File: src/rtl/kgp_alu_pkg.sv
// Shared KGP-RISC ALU definitions.
// The ALU, the main control unit and the multiply sequencer all use these
// opcodes. The sequencer state enum is also defined here.
package kgp_alu_pkg;

  typedef enum logic [2:0] {
    ALU_OP_ADD = 3'b000,
    ALU_OP_SUB = 3'b001,
    ALU_OP_AND = 3'b010,
    ALU_OP_OR  = 3'b011,
    ALU_OP_XOR = 3'b100,
    ALU_OP_SLL = 3'b101,
    ALU_OP_SRL = 3'b110,
    ALU_OP_SRA = 3'b111
  } alu_op_e;

  typedef enum logic [1:0] {
    S_IDLE = 2'd0,
    S_RUN  = 2'd1,
    S_DONE = 2'd2
  } mul_state_e;

endpackage

File: src/rtl/alu_mul_seq.sv
// Multi-cycle unsigned shift-and-add multiplier for KGP-RISC.
// The block borrows the shared ALU for one add per multiplier bit and
// produces a 2*WIDTH-bit product in prod_hi:prod_lo.
//
// state  | meaning
// S_IDLE | waiting for start; product outputs hold the last result
// S_RUN  | owns the ALU, one multiplier bit consumed per cycle
// S_DONE | one-cycle done pulse, product valid, ALU released
//
// Ports:
//   clk, rst                      clock, synchronous active-low reset
//   start, mcand, mplier          request and operands (sampled in S_IDLE)
//   busy, done                    status; done is a one-cycle pulse
//   prod_hi, prod_lo              product halves
//   alu_own, alu_a, alu_b,
//   alu_op, alu_shamt             request to the shared ALU
//   alu_result, alu_carry         sum and carry returned by the ALU
module alu_mul_seq
  import kgp_alu_pkg::*;
#(
  parameter int WIDTH      = 32,
  parameter bit EARLY_EXIT = 1'b0
) (
  input  logic             clk,
  input  logic             rst,
  input  logic             start,
  input  logic [WIDTH-1:0] mcand,
  input  logic [WIDTH-1:0] mplier,
  output logic             busy,
  output logic             done,
  output logic [WIDTH-1:0] prod_hi,
  output logic [WIDTH-1:0] prod_lo,
  output logic             alu_own,
  output logic [WIDTH-1:0] alu_a,
  output logic [WIDTH-1:0] alu_b,
  output logic [2:0]       alu_op,
  output logic [4:0]       alu_shamt,
  input  logic [WIDTH-1:0] alu_result,
  input  logic             alu_carry
);

  localparam int CW = $clog2(WIDTH) + 1;

  mul_state_e       state_q, state_d;
  logic [WIDTH-1:0] mcand_q, mcand_d;
  logic [WIDTH-1:0] hi_q, hi_d;
  logic [WIDTH-1:0] lo_q, lo_d;
  logic [CW-1:0]    count_q, count_d;

  // After count steps, only the low WIDTH-count bits of lo still hold
  // unconsumed multiplier bits; the upper bits are already product.
  logic [WIDTH-1:0]   rem_mask;
  logic               rem_zero;
  logic [CW-1:0]      remaining;
  logic [2*WIDTH-1:0] shifted;

  always_comb begin
    rem_mask  = {WIDTH{1'b1}} >> count_q;
    rem_zero  = ((lo_q & rem_mask) == '0);
    remaining = CW'(WIDTH) - count_q;
    shifted   = {hi_q, lo_q} >> remaining;
  end

  always_comb begin
    state_d = state_q;
    mcand_d = mcand_q;
    hi_d    = hi_q;
    lo_d    = lo_q;
    count_d = count_q;
    case (state_q)
      S_IDLE: begin
        if (start) begin
          mcand_d = mcand;
          lo_d    = mplier;
          hi_d    = '0;
          count_d = '0;
          state_d = S_RUN;
        end
      end
      S_RUN: begin
        if (EARLY_EXIT && rem_zero) begin
          // Every remaining add is +0, so only the shifts are left to do.
          {hi_d, lo_d} = shifted;
          state_d      = S_DONE;
        end else begin
          // The carry becomes the new MSB; dropping it loses high product bits.
          {hi_d, lo_d} = {alu_carry, alu_result, lo_q[WIDTH-1:1]};
          count_d      = count_q + CW'(1);
          if (count_q == CW'(WIDTH - 1)) begin
            state_d = S_DONE;
          end
        end
      end
      S_DONE: begin
        state_d = S_IDLE;
      end
      default: begin
        state_d = S_IDLE;
      end
    endcase
  end

  always_ff @(posedge clk) begin
    if (!rst) begin
      state_q <= S_IDLE;
      mcand_q <= '0;
      hi_q    <= '0;
      lo_q    <= '0;
      count_q <= '0;
    end else begin
      state_q <= state_d;
      mcand_q <= mcand_d;
      hi_q    <= hi_d;
      lo_q    <= lo_d;
      count_q <= count_d;
    end
  end

  assign busy      = (state_q != S_IDLE);
  assign done      = (state_q == S_DONE);
  assign alu_own   = (state_q == S_RUN);
  assign prod_hi   = hi_q;
  assign prod_lo   = lo_q;
  assign alu_a     = alu_own ? hi_q : '0;
  assign alu_b     = (alu_own && lo_q[0]) ? mcand_q : '0;
  assign alu_op    = ALU_OP_ADD;
  assign alu_shamt = '0;

endmodule

File: config.mk
export PLATFORM = sky130hd
export DESIGN_NAME = alu_mul_seq
export DESIGN_NICKNAME = d
export VERILOG_FILES = /design/src/rtl/kgp_alu_pkg.sv /design/src/rtl/alu_mul_seq.sv
export SDC_FILE = /design/constraint.sdc
export NUM_CORES = 1
export LEC_CHECK = 0
export CORE_AREA = 2 2 116 118
export DETAILED_ROUTE_END_ITERATION = 7
export DIE_AREA = 0 0 118 120
export PLACE_DENSITY = 0.77
export SETUP_SLACK_MARGIN = 0.3
export SLEW_MARGIN = 10
export SYNTH_ARGS = -nofsm -noshare
export SYNTH_HDL_FRONTEND = slang
export SYNTH_SLANG_ARGS = --single-unit
File: constraint.sdc
create_clock -name clk -period 1.43 [get_ports clk]
set_clock_uncertainty 0.1 [all_clocks]
set_input_delay 0.2145 -clock clk [delete_from_list [all_inputs] [get_ports clk]]
set_output_delay 0.2145 -clock clk [all_outputs]
set_load 0.1 [all_outputs]
---- Word level (Yosys, flattened, before mapping) ----
Cells that the tools add are included.
word-level totals
  bits in registers ....................... 104
cells by class
  add/sub/neg operators ................... 1
  equality and inequality tests ........... 5
  mux-type cells .......................... 11
  reductions and logical operators ........ 7
operator list
  cell                                                                      count
  32-bit 2-to-1 mux                                                         4
  32-bit case mux with 2 select lines                                       2
  6-bit case mux with 2 select lines                                        1
  6-bit by 1-bit adder with 6-bit output (second input constant)            1
  6-bit by 5-bit == test with 1-bit output (second input constant)          1
  6-bit 2-to-1 mux                                                          1
  2-bit AND reduction                                                       3
  2-bit 2-to-1 mux                                                          2
  2-bit case mux with 2 select lines                                        1
  2-bit nonzero test                                                        2
  2-bit by 1-bit == test with 1-bit output (second input constant)          1
  2-bit == test (second input constant)                                     1
  2-bit zero test                                                           1
  2-bit by 1-bit inequality test with 1-bit output (second input constant)  1
  2-bit inequality test (second input constant)                             1
  1-bit logical AND                                                         1

---- Logic depth before layout (Yosys ltp) ----
Gate-level depths: netlist of run 1.
  depth in word-level cells ............... 3
  mapped depth ............................ 5
  depth with buffers taken out ............ 4

---- Worst setup path after synthesis of run 1 ----
Ideal clock, no wire load.
  kind .................................... flip-flop to output port
  start ................................... register state_q[0]
  end ..................................... output alu_a[22]
  arrival ................................. 2.465 ns
  setup slack ............................. -1.349 ns
  cell stages (with the launch flop) ...... 5
  path through ............................ dfxtp_1 > nand2b_2 > inv_2 > clkbuf_1 > and2_1
between the ends
  cells in the longest elaborated chain, start to end .. 2
RTL lines
  what                                      line                text
  from (decl)                               alu_mul_seq.sv:44   mul_state_e state_q, state_d;
  from (signal assigned)                    alu_mul_seq.sv:111  state_q <= state_d;
  2-bit by 1-bit == test with 1-bit output  alu_mul_seq.sv:121  assign alu_own = (state_q == S_RUN);
  via alu_own                               alu_mul_seq.sv:33   output logic alu_own,
  32-bit 2-to-1 mux                         alu_mul_seq.sv:124  assign alu_a = alu_own ? hi_q : '0;
  to (decl)                                 alu_mul_seq.sv:34   output logic [WIDTH-1:0] alu_a,
The timed path passes the listed nets, and every way through them passes these cells.

---- Final worst setup path of run 1 ----
  start ................................... register state_q[1]
  end ..................................... output alu_a[31]
between the ends
  cells in the longest elaborated chain, start to end .. 2
RTL lines
  what                                      line
  2-bit by 1-bit == test with 1-bit output  alu_mul_seq.sv:121
  32-bit 2-to-1 mux                         alu_mul_seq.sv:124
No other way between the ends.

==> results of run 1 <==
[worst min-delay path by stage]
stage / from / to / depth (start not counted)
2_1_floorplan: alu_carry / prod_hi[31] / 2
3_3_place_gp: mcand_q[6] / mcand_q[6] / 2
3_5_place_dp: mcand_q[30] / mcand_q[30] / 2
4_1_cts: rst / mcand_q[0] / 4
5_1_grt: mcand[10] / mcand_q[10] / 3
6_report: mcand[15] / mcand_q[15] / 3
[repair_timing]
item / in CTS / in global routing
endpoints found under the setup margin: 235 / 235
gates resized for setup: 131 / 101
pin swaps: 52 / 52
cloned: 20 / 4
setup buffers: 49 / 13
[worst max-delay path: stages, from the launching register on]
cell       delay (ps)
dfxtp_2           350
nand2b_4          140
buf_8             120
clkinv_8           60
buf_12            140
clkbuf_16         160
and2_4            170
buf_12            160
[power groups by stage]
stage | Sequential [mW] | Combinational (mW) | Clock (mW)
6_report | 3.27 | 3.81 | 2.69
5_1_grt | 3.28 | 3.91 | 2.82
4_1_cts | 3.26 | 3.52 | 2.68
3_5_place_dp | 3.38 | 2.91 | 0
3_3_place_gp | 3.37 | 2.86 | 0
2_1_floorplan | 4.19 | 0.953 | 0
[state kept, by name, summed over array words and instances (netlist names)]
register,cells
prod_hi,32
prod_lo,32
mcand_q,32
state_q,2
count_q,6
[stage by stage]
| step | cell area, um2 | std cells | util (%) | setup slack (ps) | hold slack, ps |
|---|---|---|---|---|---|
| after floorplan | 5040 | 490 | - | -36.9 | 243 |
| after global placement | 8700 | 866 | 67.1 | -379 | 347 |
| after detailed placement | 8700 | 866 | 67.1 | -409 | 353 |
| after CTS | 10400 | 951 | 79.9 | -519 | 205 |
| after global routing | 11000 | 968 | 84.9 | -564 | 341 |
| final | 11000 | 968 | 84.9 | -549 | 318 |
[cell type report]
cell class	count	area share (%)
flip-flops and latches	104	21.1
multi-input cells	337	27.1
clock buffers	10	2.08
inverters	2	0.182
well taps	176	2.00
repair buffers	333	46.8
clock inverters	6	0.750
[cell usage in the layout, fill, tap and decap left out, drive strengths merged, types with 5 or more instances in the layout]
master and count:
a21boi 29, a21oi 7, a22o 31, and2 33
and3 32, buf 231, clkbuf 12, clkdlybuf4s50 98
clkinv 5, conb 8, dfxtp 104, nand2 70
nand3 6, nor2 70, o221ai 32
[cells by family (layout without fill, tap and decap cells)]
group,after synthesis,after routing,share of synthesized area (%)
AOI/OAI and AO/OA,104,104,22.0
xor gates and xnor gates,1,1,0.199
adders and majority gates,1,1,0.285
buffers and inverters,52,351,6.37
DFF,104,104,47.4
muxes,1,1,0.228
other,1,8,0.0853
and+or+nand+nor,219,222,23.5
[layer usage]
metal / vias up / routed length [um]
li1: 2296 / -
met5: - / 0
met1: 2610 / 8470
met4: 0 / 792
met3: 62 / 1470
met2: 270 / 11800
==> results_dict.tcl, run 1 <==
set metrics [dict create \
    run_status "finished, violations left" \
    violations "negative setup slack" \
    setup_ws_ps -549 \
    grt_first_pass_wirelength_mm 29.8 \
    unrepaired_setup_endpoints_after_global_routing "yes" \
    r2r-start "state_q[1]" \
    synthFlopType "dfxtp_1" \
    worstSetupStartpointType "flop" \
    synth-seq-area-share_pct 47.4 \
    slew_viol_final 0 \
    grtUsageTotal_pct 27.2 \
    ant_nets 0 \
    ctsHoldBuffers 0 \
    r2r-end "mcand_q[21]" \
    met1_track_demand_over_resource_in_global_routing_pct 30.6 \
    synth.cells.most_frequent "dfxtp_1, nand2_1, nor2_1, and2_1, and3_1" \
    post_synth_instance_area_mm2 0.00440 \
    endpoint "alu_a[31]" \
    gpl.final_weighted_congestion 0.794 \
    yosysMostFrequentCell "dfxtp_1" \
    viasPerCell 5.41 \
    floorplan.initialDensity_pct 33.9 \
    worst_hold_path_type "primary input to flop" \
    ys_seq_elements 104 \
    final.min_clock_period_ps 1980 \
    most_area_consuming_cells_after_synthesis "dfxtp_1, o221ai_2, a22o_1, nand2_1, nor2_1" \
    num-nets-final 888 \
    p_sw_mw 3.53 \
    multiInputGateArea_mm2 0.00299 \
    power.density_mw_per_mm2 887 \
    synth_enable_flop_cells 0 \
    cts_root_buf "clkbuf_16" \
    die_height_um 120 \
    io_port_bufs 230 \
    post_drt_wl_per_cell_um 23.3 \
    ys.warnings.count 0 \
    worst_setup_path_end_kind "primary output" \
    final_layout_size_suffix_gt1_share_pct 64.3 \
    power.share.switching_pct 36.1 \
    intPower_mw 6.25 \
    worst_setup_path_startpoint "state_q[1]" \
    global_route.usage.met3_pct 6.32 \
    firstDrtPassIters 5 \
    final_worst_path_cycle_share_pct 138 \
    detailedPlacementHpwl_mm 11.1 \
    global_route.usage.met2_pct 48.5 \
    timing.critical_path.arrival_ps 1660 \
    rows 42 \
    postSynthAreaPerCell_um2 9.10 \
    synth-async-reset-ratio_pct 0 \
    worst-slew-pin-transition_ps 949 \
    setup_viol 171 \
    top_level_ports 239 \
    routed-via-count 5238 \
    synth_largest_type_area_fraction_pct 47.4 \
    p_comb_share_pct 39.0 \
    seq_area_mm2 0.00232 \
    drt_first_iter_violations 389 \
    cts.clk_slew.worst_paths_ps 80 \
    grt_max_degree 66 \
    synth.largest_area_cell "dfxtp_1" \
    p_clk_share_pct 27.6 \
    max_freq_ghz 0.505 \
    die_width_um 118 \
    floorplan.die_area_mm2 0.0142 \
    vdd_drop_max_mv 0.751 \
    worstRegToRegCells 10 \
    number_of_endpoints_with_negative_hold_slack_in_the_final_report 0 \
    critPathRequiredTime_ps 1120 \
    cts-root-to-sink-buffers 2 \
    coreArea_mm2 0.0130 \
    design_power_total_mw 9.77 \
    worst-setup-path-type "flop to primary output" \
    fillerInstances 601 \
    syn_inst 483 \
    numCtsBuffers 9 \
    power.leakage_nw 4.46 \
    clock_tree.htree_level_count 3 \
    grt_pass1_vias 5321 \
    flow.area_growth_from_synthesis_pct 151 \
    setup_total_negative_slack_ps -59060 \
    register_to_register_setup_slack_ps -470 \
    detail_route.drc_violations 0 \
    grt-ovfl-total 0 \
    clock-sinks 104 \
    clkLatencyLatePin_ps 360 \
    max_cap_violations 0 \
    routed_wl_mm 22.6 \
    synth_cell_type_count 35 \
    grt-busiest-layer "met2" \
    antennaDiodeCount 0 \
    slew-limit-headroom_pct 36.7 \
    crit_fanout 10 \
    grt_antenna_before_repair 0 \
    power.sequential.fraction_pct 33.4 \
    clock_tree_from_tritoncts "built" \
]
Power figures use the tool's default switching activity.
==> run 2: changes to the inputs <==
- GPL_ROUTABILITY_DRIVEN: default -> 0
==> results of run 2 <==
No change in the layout: final DEF, timing and power equal those of run 1.
